$ cat src/rtl/tof_frame_reader.sv
// ---------------------------------------------------------------------------
// tof_frame_reader
// Multi-sensor ToF ranging-frame acquisition engine. Arbitrates round-robin
// between sensor interrupt lines, issues one I2C burst read per frame, skips
// header and footer bytes, and packs zone bytes big-endian into distance words
// that leave on a 1-deep valid/ready output register.
//
// Optional feature macro: TOF_FRAME_TIMEOUT_EN
//   When defined, a 32-bit watchdog aborts a frame after TIMEOUT_CYC idle
//   cycles without a received byte and sets the sticky timeout_flag port.
//
// Ports:
//   clk, reset_n           clock, asynchronous active-low reset
//   tof_int, enable        per-sensor frame-ready levels, acquisition enable
//   i2c_start ... i2c_nb_bytes   burst request towards the I2C master
//   i2c_rx_valid/data, i2c_done, i2c_error   burst responses
//   dist_valid/ready/data/zone/sensor   distance word stream
//   frame_done, frame_err  one-cycle frame status pulses
//   overrun                sticky: a word was dropped (output still full)
//   timeout_flag           sticky watchdog flag (TOF_FRAME_TIMEOUT_EN only)
// ---------------------------------------------------------------------------
module tof_frame_reader #(
  parameter int          NUM_SENSORS    = 4,
  parameter int          NUM_ZONES      = 64,
  parameter int          BYTES_PER_ZONE = 2,
  parameter int          HDR_BYTES      = 28,
  parameter int          FTR_BYTES      = 24,
  parameter logic [15:0] FRAME_ADDR     = 16'h0000,
  parameter int          TIMEOUT_CYC    = 100000,
  localparam int         DIST_W         = 8 * BYTES_PER_ZONE,
  localparam int         SEL_W          = (NUM_SENSORS > 1) ? $clog2(NUM_SENSORS) : 1
) (
  input  logic                   clk,
  input  logic                   reset_n,
  input  logic [NUM_SENSORS-1:0] tof_int,
  input  logic                   enable,
  output logic                   i2c_start,
  output logic [SEL_W-1:0]       i2c_sensor_sel,
  output logic [15:0]            i2c_reg_addr,
  output logic [16:0]            i2c_nb_bytes,
  input  logic                   i2c_rx_valid,
  input  logic [7:0]             i2c_rx_data,
  input  logic                   i2c_done,
  input  logic                   i2c_error,
  output logic                   dist_valid,
  input  logic                   dist_ready,
  output logic [DIST_W-1:0]      dist_data,
  output logic [7:0]             dist_zone,
  output logic [SEL_W-1:0]       dist_sensor,
  output logic                   frame_done,
  output logic                   frame_err,
  output logic                   overrun
`ifdef TOF_FRAME_TIMEOUT_EN
  ,
  output logic                   timeout_flag
`endif
);

  localparam int          NB_INT     = HDR_BYTES + NUM_ZONES * BYTES_PER_ZONE + FTR_BYTES;
  localparam logic [16:0] NB         = 17'(NB_INT);
  localparam logic [16:0] ZONE_START = 17'(HDR_BYTES);
  localparam logic [16:0] ZONE_END   = 17'(HDR_BYTES + NUM_ZONES * BYTES_PER_ZONE);
  localparam int          ZB_W       = (BYTES_PER_ZONE > 1) ? $clog2(BYTES_PER_ZONE) : 1;
  localparam logic [ZB_W-1:0] ZB_LAST = ZB_W'(BYTES_PER_ZONE - 1);

  typedef enum logic [1:0] {
    S_IDLE,
    S_REQ,
    S_RECV,
    S_ABORT
  } state_t;

  state_t              r_state;
  logic [SEL_W-1:0]    r_ptr;
  logic [16:0]         r_byteCnt;
  logic [ZB_W-1:0]     r_zByte;
  logic [7:0]          r_zoneIdx;
  logic [DIST_W-1:0]   r_asm;
  logic                r_start;
  logic [SEL_W-1:0]    r_sel;
  logic [15:0]         r_regAddr;
  logic [16:0]         r_nbBytes;
  logic                r_distValid;
  logic [DIST_W-1:0]   r_distData;
  logic [7:0]          r_distZone;
  logic [SEL_W-1:0]    r_distSensor;
  logic                r_frameDone;
  logic                r_frameErr;
  logic                r_overrun;
`ifdef TOF_FRAME_TIMEOUT_EN
  localparam logic [31:0] WDOG_LIMIT = 32'(TIMEOUT_CYC - 1);
  logic [31:0]         r_wdog;
  logic                r_timeout;
`endif

  logic [NUM_SENSORS-1:0] w_rot;
  logic [SEL_W:0]         w_sum;
  logic [SEL_W:0]         w_next;
  logic [SEL_W-1:0]       w_winner;
  logic [SEL_W-1:0]       w_ptrNext;
  logic                   w_anyInt;
  logic                   w_inZone;
  logic                   w_zoneLast;
  logic                   w_outFree;
  logic [16:0]            w_cntAfter;
  logic [DIST_W-1:0]      w_asmNext;

  // Round-robin pick: rotate the request vector so the pointer sits at bit 0,
  // take the lowest set bit, then add the pointer back modulo NUM_SENSORS.
  always_comb begin
    w_rot = NUM_SENSORS'({tof_int, tof_int} >> r_ptr);
    w_sum = '0;
    for (int i = NUM_SENSORS - 1; i >= 0; i--) begin
      if (w_rot[i]) w_sum = (SEL_W + 1)'(i);
    end
    w_sum = w_sum + {1'b0, r_ptr};
    if (w_sum >= (SEL_W + 1)'(NUM_SENSORS)) w_sum = w_sum - (SEL_W + 1)'(NUM_SENSORS);
    w_winner = w_sum[SEL_W-1:0];
    w_next   = {1'b0, w_winner} + (SEL_W + 1)'(1);
    if (w_next >= (SEL_W + 1)'(NUM_SENSORS)) w_next = '0;
    w_ptrNext = w_next[SEL_W-1:0];
    w_anyInt  = |tof_int;
  end

  // Byte classification; the done check must see the count including a byte
  // arriving in the same cycle, hence w_cntAfter.
  always_comb begin
    w_inZone   = (r_byteCnt >= ZONE_START) && (r_byteCnt < ZONE_END);
    w_zoneLast = (r_zByte == ZB_LAST);
    w_outFree  = !r_distValid || dist_ready;
    w_cntAfter = r_byteCnt + {16'd0, i2c_rx_valid};
    w_asmNext  = DIST_W'({r_asm, i2c_rx_data});
  end

  // Frame FSM with all outputs registered. The output register drains on
  // dist_ready in every state; a zone completion in RECV may refill it in the
  // same cycle.
  always_ff @(posedge clk or negedge reset_n) begin
    if (!reset_n) begin
      r_state      <= S_IDLE;
      r_ptr        <= '0;
      r_byteCnt    <= '0;
      r_zByte      <= '0;
      r_zoneIdx    <= '0;
      r_asm        <= '0;
      r_start      <= 1'b0;
      r_sel        <= '0;
      r_regAddr    <= '0;
      r_nbBytes    <= '0;
      r_distValid  <= 1'b0;
      r_distData   <= '0;
      r_distZone   <= '0;
      r_distSensor <= '0;
      r_frameDone  <= 1'b0;
      r_frameErr   <= 1'b0;
      r_overrun    <= 1'b0;
`ifdef TOF_FRAME_TIMEOUT_EN
      r_wdog       <= '0;
      r_timeout    <= 1'b0;
`endif
    end else begin
      r_start     <= 1'b0;
      r_frameDone <= 1'b0;
      r_frameErr  <= 1'b0;
      if (r_distValid && dist_ready) r_distValid <= 1'b0;

      case (r_state)
        S_IDLE: begin
          if (enable && w_anyInt) begin
            r_sel     <= w_winner;
            r_ptr     <= w_ptrNext;
            r_start   <= 1'b1;
            r_regAddr <= FRAME_ADDR;
            r_nbBytes <= NB;
            r_state   <= S_REQ;
          end
        end

        S_REQ: begin
          r_byteCnt <= '0;
          r_zByte   <= '0;
          r_zoneIdx <= '0;
`ifdef TOF_FRAME_TIMEOUT_EN
          r_wdog    <= '0;
`endif
          r_state   <= S_RECV;
        end

        S_RECV: begin
          if (i2c_error) begin
            r_frameErr <= 1'b1;
            r_state    <= S_ABORT;
          end
`ifdef TOF_FRAME_TIMEOUT_EN
          else if (!i2c_rx_valid && !i2c_done && (r_wdog == WDOG_LIMIT)) begin
            r_frameErr <= 1'b1;
            r_timeout  <= 1'b1;
            r_state    <= S_ABORT;
          end
`endif
          else begin
`ifdef TOF_FRAME_TIMEOUT_EN
            r_wdog <= i2c_rx_valid ? 32'd0 : r_wdog + 32'd1;
`endif
            if (i2c_rx_valid) begin
              r_byteCnt <= w_cntAfter;
              if (w_inZone) begin
                r_asm <= w_asmNext;
                if (w_zoneLast) begin
                  r_zByte   <= '0;
                  r_zoneIdx <= r_zoneIdx + 8'd1;
                  if (w_outFree) begin
                    r_distValid  <= 1'b1;
                    r_distData   <= w_asmNext;
                    r_distZone   <= r_zoneIdx;
                    r_distSensor <= r_sel;
                  end else begin
                    r_overrun <= 1'b1;
                  end
                end else begin
                  r_zByte <= r_zByte + ZB_W'(1);
                end
              end
            end
            if (i2c_done) begin
              if (w_cntAfter == r_nbBytes) begin
                r_frameDone <= 1'b1;
                r_state     <= S_IDLE;
              end else begin
                r_frameErr <= 1'b1;
                r_state    <= S_ABORT;
              end
            end
          end
        end

        S_ABORT: r_state <= S_IDLE;

        default: r_state <= S_IDLE;
      endcase
    end
  end

  assign i2c_start      = r_start;
  assign i2c_sensor_sel = r_sel;
  assign i2c_reg_addr   = r_regAddr;
  assign i2c_nb_bytes   = r_nbBytes;
  assign dist_valid     = r_distValid;
  assign dist_data      = r_distData;
  assign dist_zone      = r_distZone;
  assign dist_sensor    = r_distSensor;
  assign frame_done     = r_frameDone;
  assign frame_err      = r_frameErr;
  assign overrun        = r_overrun;
`ifdef TOF_FRAME_TIMEOUT_EN
  assign timeout_flag   = r_timeout;
`endif

endmodule

$ cat config.mk
export PLATFORM = sky130hd
export DESIGN_NAME = tof_frame_reader
export DESIGN_NICKNAME = d
export VERILOG_FILES = /design/src/rtl/tof_frame_reader.sv
export SDC_FILE = /design/constraint.sdc
export NUM_CORES = 1
export LEC_CHECK = 0
export CAP_MARGIN = 25
export CORE_UTILIZATION = 45
export CTS_CLUSTER_SIZE = 24
export DETAILED_ROUTE_END_ITERATION = 10
export PLACE_DENSITY = 0.83
export SLEW_MARGIN = 30
export SYNTH_ARGS = -nofsm -noshare
export SYNTH_HDL_FRONTEND = slang
export SYNTH_SLANG_ARGS = --single-unit
$ cat constraint.sdc
create_clock -name clk -period 7 [get_ports clk]
set_input_delay 0.7 -clock clk [delete_from_list [all_inputs] [get_ports clk]]
set_output_delay 0.7 -clock clk [all_outputs]
set_load 0.02 [all_outputs]
==> summary.md <==
| Metric | Value |
|---|---|
| Post-CTS setup buffer count | 0 |
| Crit-path max FO | 6 |
| Primary FF master, synth | dfrtp_1 |
| Largest family of logic cells by synthesized area | simple AND/OR/NAND/NOR gates |
| IO Pins | 85 |
| WL met2 | 3.74 mm |
| CTS tree | done |
| Overall routed net length | 7.65 mm |
| Filler Cells Inserted | 709 |
| WL met1 | 3.40 mm |
| Post-synthesis xor/xnor area fraction | 4.35% |
| Drt pass-1 iters | 4 |
| Slowest cell delay on critical path | 0.51 ns |
| Leak pwr | 2.02 nW |
| Buf/Inv on CP | 1 |
| Post-Syn Area | 3830 sq um |
| CTS H-Tree Depth | 3 |
| R2r endpoint | dist_sensor[0] |
| Synthesis-stage register bit count | 72 |
| WL per Instance | 14.2 um |
| Status | finished clean |
| Clock sink count | 72 |
| CP Cell Sequence | clkdlybuf4s50_1 > ha_1 > ha_1 > nand3_1 > nor4_1 > nand3_1 > xnor2_1 > nor4_1 > o21ai_0 |
| Cts hold-fix bufs | 0 |
| Die Y-Extent | 94.2 um |
| Chip width | 94.2 um |
| Core Rows | 33 |
| WS Path Type | in -> reg |
| TNS Setup | 0 ns |
| Highest metal layer with signal wires | met4 |
| Ys Warns | 0 |
| Max-Cap Viols | 0 |
| R2R cell count | 7 |
| Simple-Gate Fraction of Synth Area | 17.2% |
| TritonCTS Buffers | 9 |
| Cell family with most CP delay | simple AND/OR/NAND/NOR gates |
| Multi-input logic area | 1760 sq um |
| Worst hold path type | in -> async |
| Drt initial violations | 184 |
| Total GRT Usage | 18.8% |
| Fmax | 318 MHz |
| Pins Over Slew Limit | 0 |
| Clock latency on the worst-skew pair | 0.34 ns |
| Met3 routed WL | 388 um |
| R2R Setup Slk | 4.07 ns |
| Worst-margin pin slew | 0.889 ns |
| EDFF count, synth | 0 |
| Clock Path Buffers | 2 |
| Nets | 451 |
| Syn-to-layout area delta | 17.3% |
| Reg clk slew, reported paths | 0.08 ns |
| Crit path capture type | register |
| Via count | 2872 |
| CP max stage cell | clkdlybuf4s50_1 |
| Final Hold Viols | 0 |
| PortBufs | 55 |
| Pwr Density | 228 nW/um^2 |
| Dpl hpwl | 5.46 mm |
| Largest net degree at the start of global routing | 73 |
| Mux share of post-synthesis cell area | 10.0% |
| Post-synthesis compound-gate area fraction | 9.91% |
| R2r startpoint | r_byteCnt[4] |
| Post-route ant nets | 0 |
| Detail-routed via count per cell | 5.34 |
| Minimum clock period | 3.14 ns |
| Number of diodes | 0 |
| Vias in the first global route | 2766 |
| Synth Area in Adders | 1.57% |
| First-pass GRT wire length | 13.0 mm |
| Startpoint Class | input port |
| Max transition margin | 40.6% |
| Sequential fraction of the synthesis area | 47.1% |
| Layout Skew | 0.00959 ns |
| Antenna violations before repair | 0 |
| Setup-failing EPs final | 0 |
| Syn_area_per_cell | 9.99 sq um |
| RSZ-0062 raised after global routing | false |
| Share of layout cells above drive strength 1 | 9.24% |
| Max rail drop VDD | 0.122 mV |
| Die Area | 8880 sq um |
| Synth unique cells | 48 |
| Starting Density | 46.6% |
| Mapped Cells | 383 |
| Core Area | 8220 sq um |
| Period utilisation layout | 44.9% |
| CTS root buf | clkbuf_8 |
| Drc violations | 0 |
| Grt ovf | 0 |
| Hold_ws | 0.454 ns |
| PostCTS Resize Cnt | 0 |
| Routability cong. | 0.884 |
| Storage cell area | 1800 sq um |
| Synth async-reset ratio | 100% |
| CP arrival | 3.34 ns |
| CP required | 7.20 ns |
-- cell usage in the layout, fill, tap and decap left out, drive strengths merged, types with 5 or more instances in the layout --
master	n
a21oi	10
buf	5
clkbuf	9
clkdlybuf4s50	54
conb	29
dfrtp	72
inv	13
mux2	34
nand2	29
nand3	20
nand4	9
nor2	27
nor3	13
nor4	8
o21ai	31
xnor2	14
xor2	5
-- final cells by class --
type / instances / share of cell area, %
inverters: 8 / 0.669
clock buffers: 9 / 2.76
flip-flops and latches: 72 / 40.1
multi-input cells: 278 / 39.1
repair buffers: 59 / 13.0
clock inverters: 7 / 1.37
well taps: 105 / 2.93
-- worst max path at each step --
| stage | from | endpoint | slack (ns) | depth (start not counted) |
|---|---|---|---|---|
| after global placement | i2c_error | dist_zone[1] | 3.68 | 6 |
| after detailed placement | i2c_rx_valid | r_state[0] | 3.51 | 9 |
| after CTS | i2c_rx_valid | r_state[0] | 3.89 | 9 |
| after global routing | i2c_rx_valid | r_state[0] | 3.50 | 9 |
| after floorplan | i2c_rx_valid | r_state[0] | 4.42 | 8 |
| final | i2c_rx_valid | r_state[0] | 3.86 | 9 |
-- power breakdown --
group          total [W]  leakage (nW)  switching [W]  internal, W
Sequential      0.000475         0.987      0.0000305     0.000444
Combinational   0.000243         0.946       0.000157    0.0000860
Clock           0.000308        0.0892       0.000172     0.000136
Total            0.00103          2.02       0.000359     0.000666
-- metrics by stage --
stage | utilization [%] | setup WS (ns) | power [W] | area (sq um) | cells
finish | 54.6 | 3.86 | 0.00103 | 4490 | 538
global route | 54.6 | 3.50 | 0.00109 | 4490 | 538
CTS | 54.6 | 3.89 | 0.00103 | 4480 | 538
detailed placement | 52.3 | 3.51 | 0.000725 | 4300 | 522
global placement | 52.2 | 3.68 | 0.000719 | 4290 | 521
floorplan | - | 4.42 | 0.000653 | 3930 | 411
-- synthesized netlist by cell type, types with 2 or more instances --
library cell | number | area [sq um]
o41ai_1 | 3 | 26.3
mux2_2 | 14 | 158
or3_1 | 3 | 18.8
nand2_1 | 28 | 105
nor3_1 | 12 | 60.1
nor2b_1 | 3 | 18.8
o31ai_1 | 2 | 15.0
a31oi_1 | 4 | 25.0
buf_6 | 2 | 22.5
buf_4 | 32 | 240
xnor2_1 | 14 | 123
buf_2 | 7 | 35.0
o21ai_0 | 31 | 155
and2_1 | 4 | 25.0
a21oi_1 | 10 | 50.1
clkbuf_1 | 10 | 37.5
buf_1 | 2 | 7.51
nor4_1 | 8 | 50.1
xor2_1 | 5 | 43.8
mux2_1 | 20 | 225
inv_1 | 8 | 30.0
ha_1 | 4 | 50.1
o31a_1 | 2 | 17.5
and3_1 | 4 | 25.0
nand3_1 | 20 | 100
nand2b_1 | 4 | 25.0
nor2_1 | 27 | 101
nand4_1 | 9 | 56.3
dfrtp_1 | 72 | 1800
-- metal layers --
layer	vias up	global-route usage, %
met5	-	0
met4	0	7.69
met3	12	3.24
met2	101	31.0
met1	1384	24.4
li1	1375	-
-- state kept, by name, summed over array words and instances (netlist names), 2 cells and up --
name,cells
r_byteCnt,17
dist_data,16
dist_zone,8
r_asm,8
r_zoneIdx,8
dist_sensor,2
i2c_sensor_sel,2
r_ptr,2
r_state,2
-- cells by family (layout without fill, tap and decap cells) --
logic type	count (synthesis)	count (layout)
AO/OA/AOI/OAI	62	62
XOR/XNOR	19	19
adder cells (fa/ha/maj)	5	5
buffers and inverters	61	83
flip-flops	72	72
multiplexers	34	34
other	1	29
AND/OR/NAND/NOR	129	129
-- worst register-to-register path, delay by kind of cell, from the launching register on --
kind            cells  cell delay (ns)
simple gates        3             1.06
flops               1             0.53
compound gates      1             0.37
mux                 1             0.36
buf+inv             1             0.27
xor+xnor            1             0.20
Power figures use the tool's default switching activity.
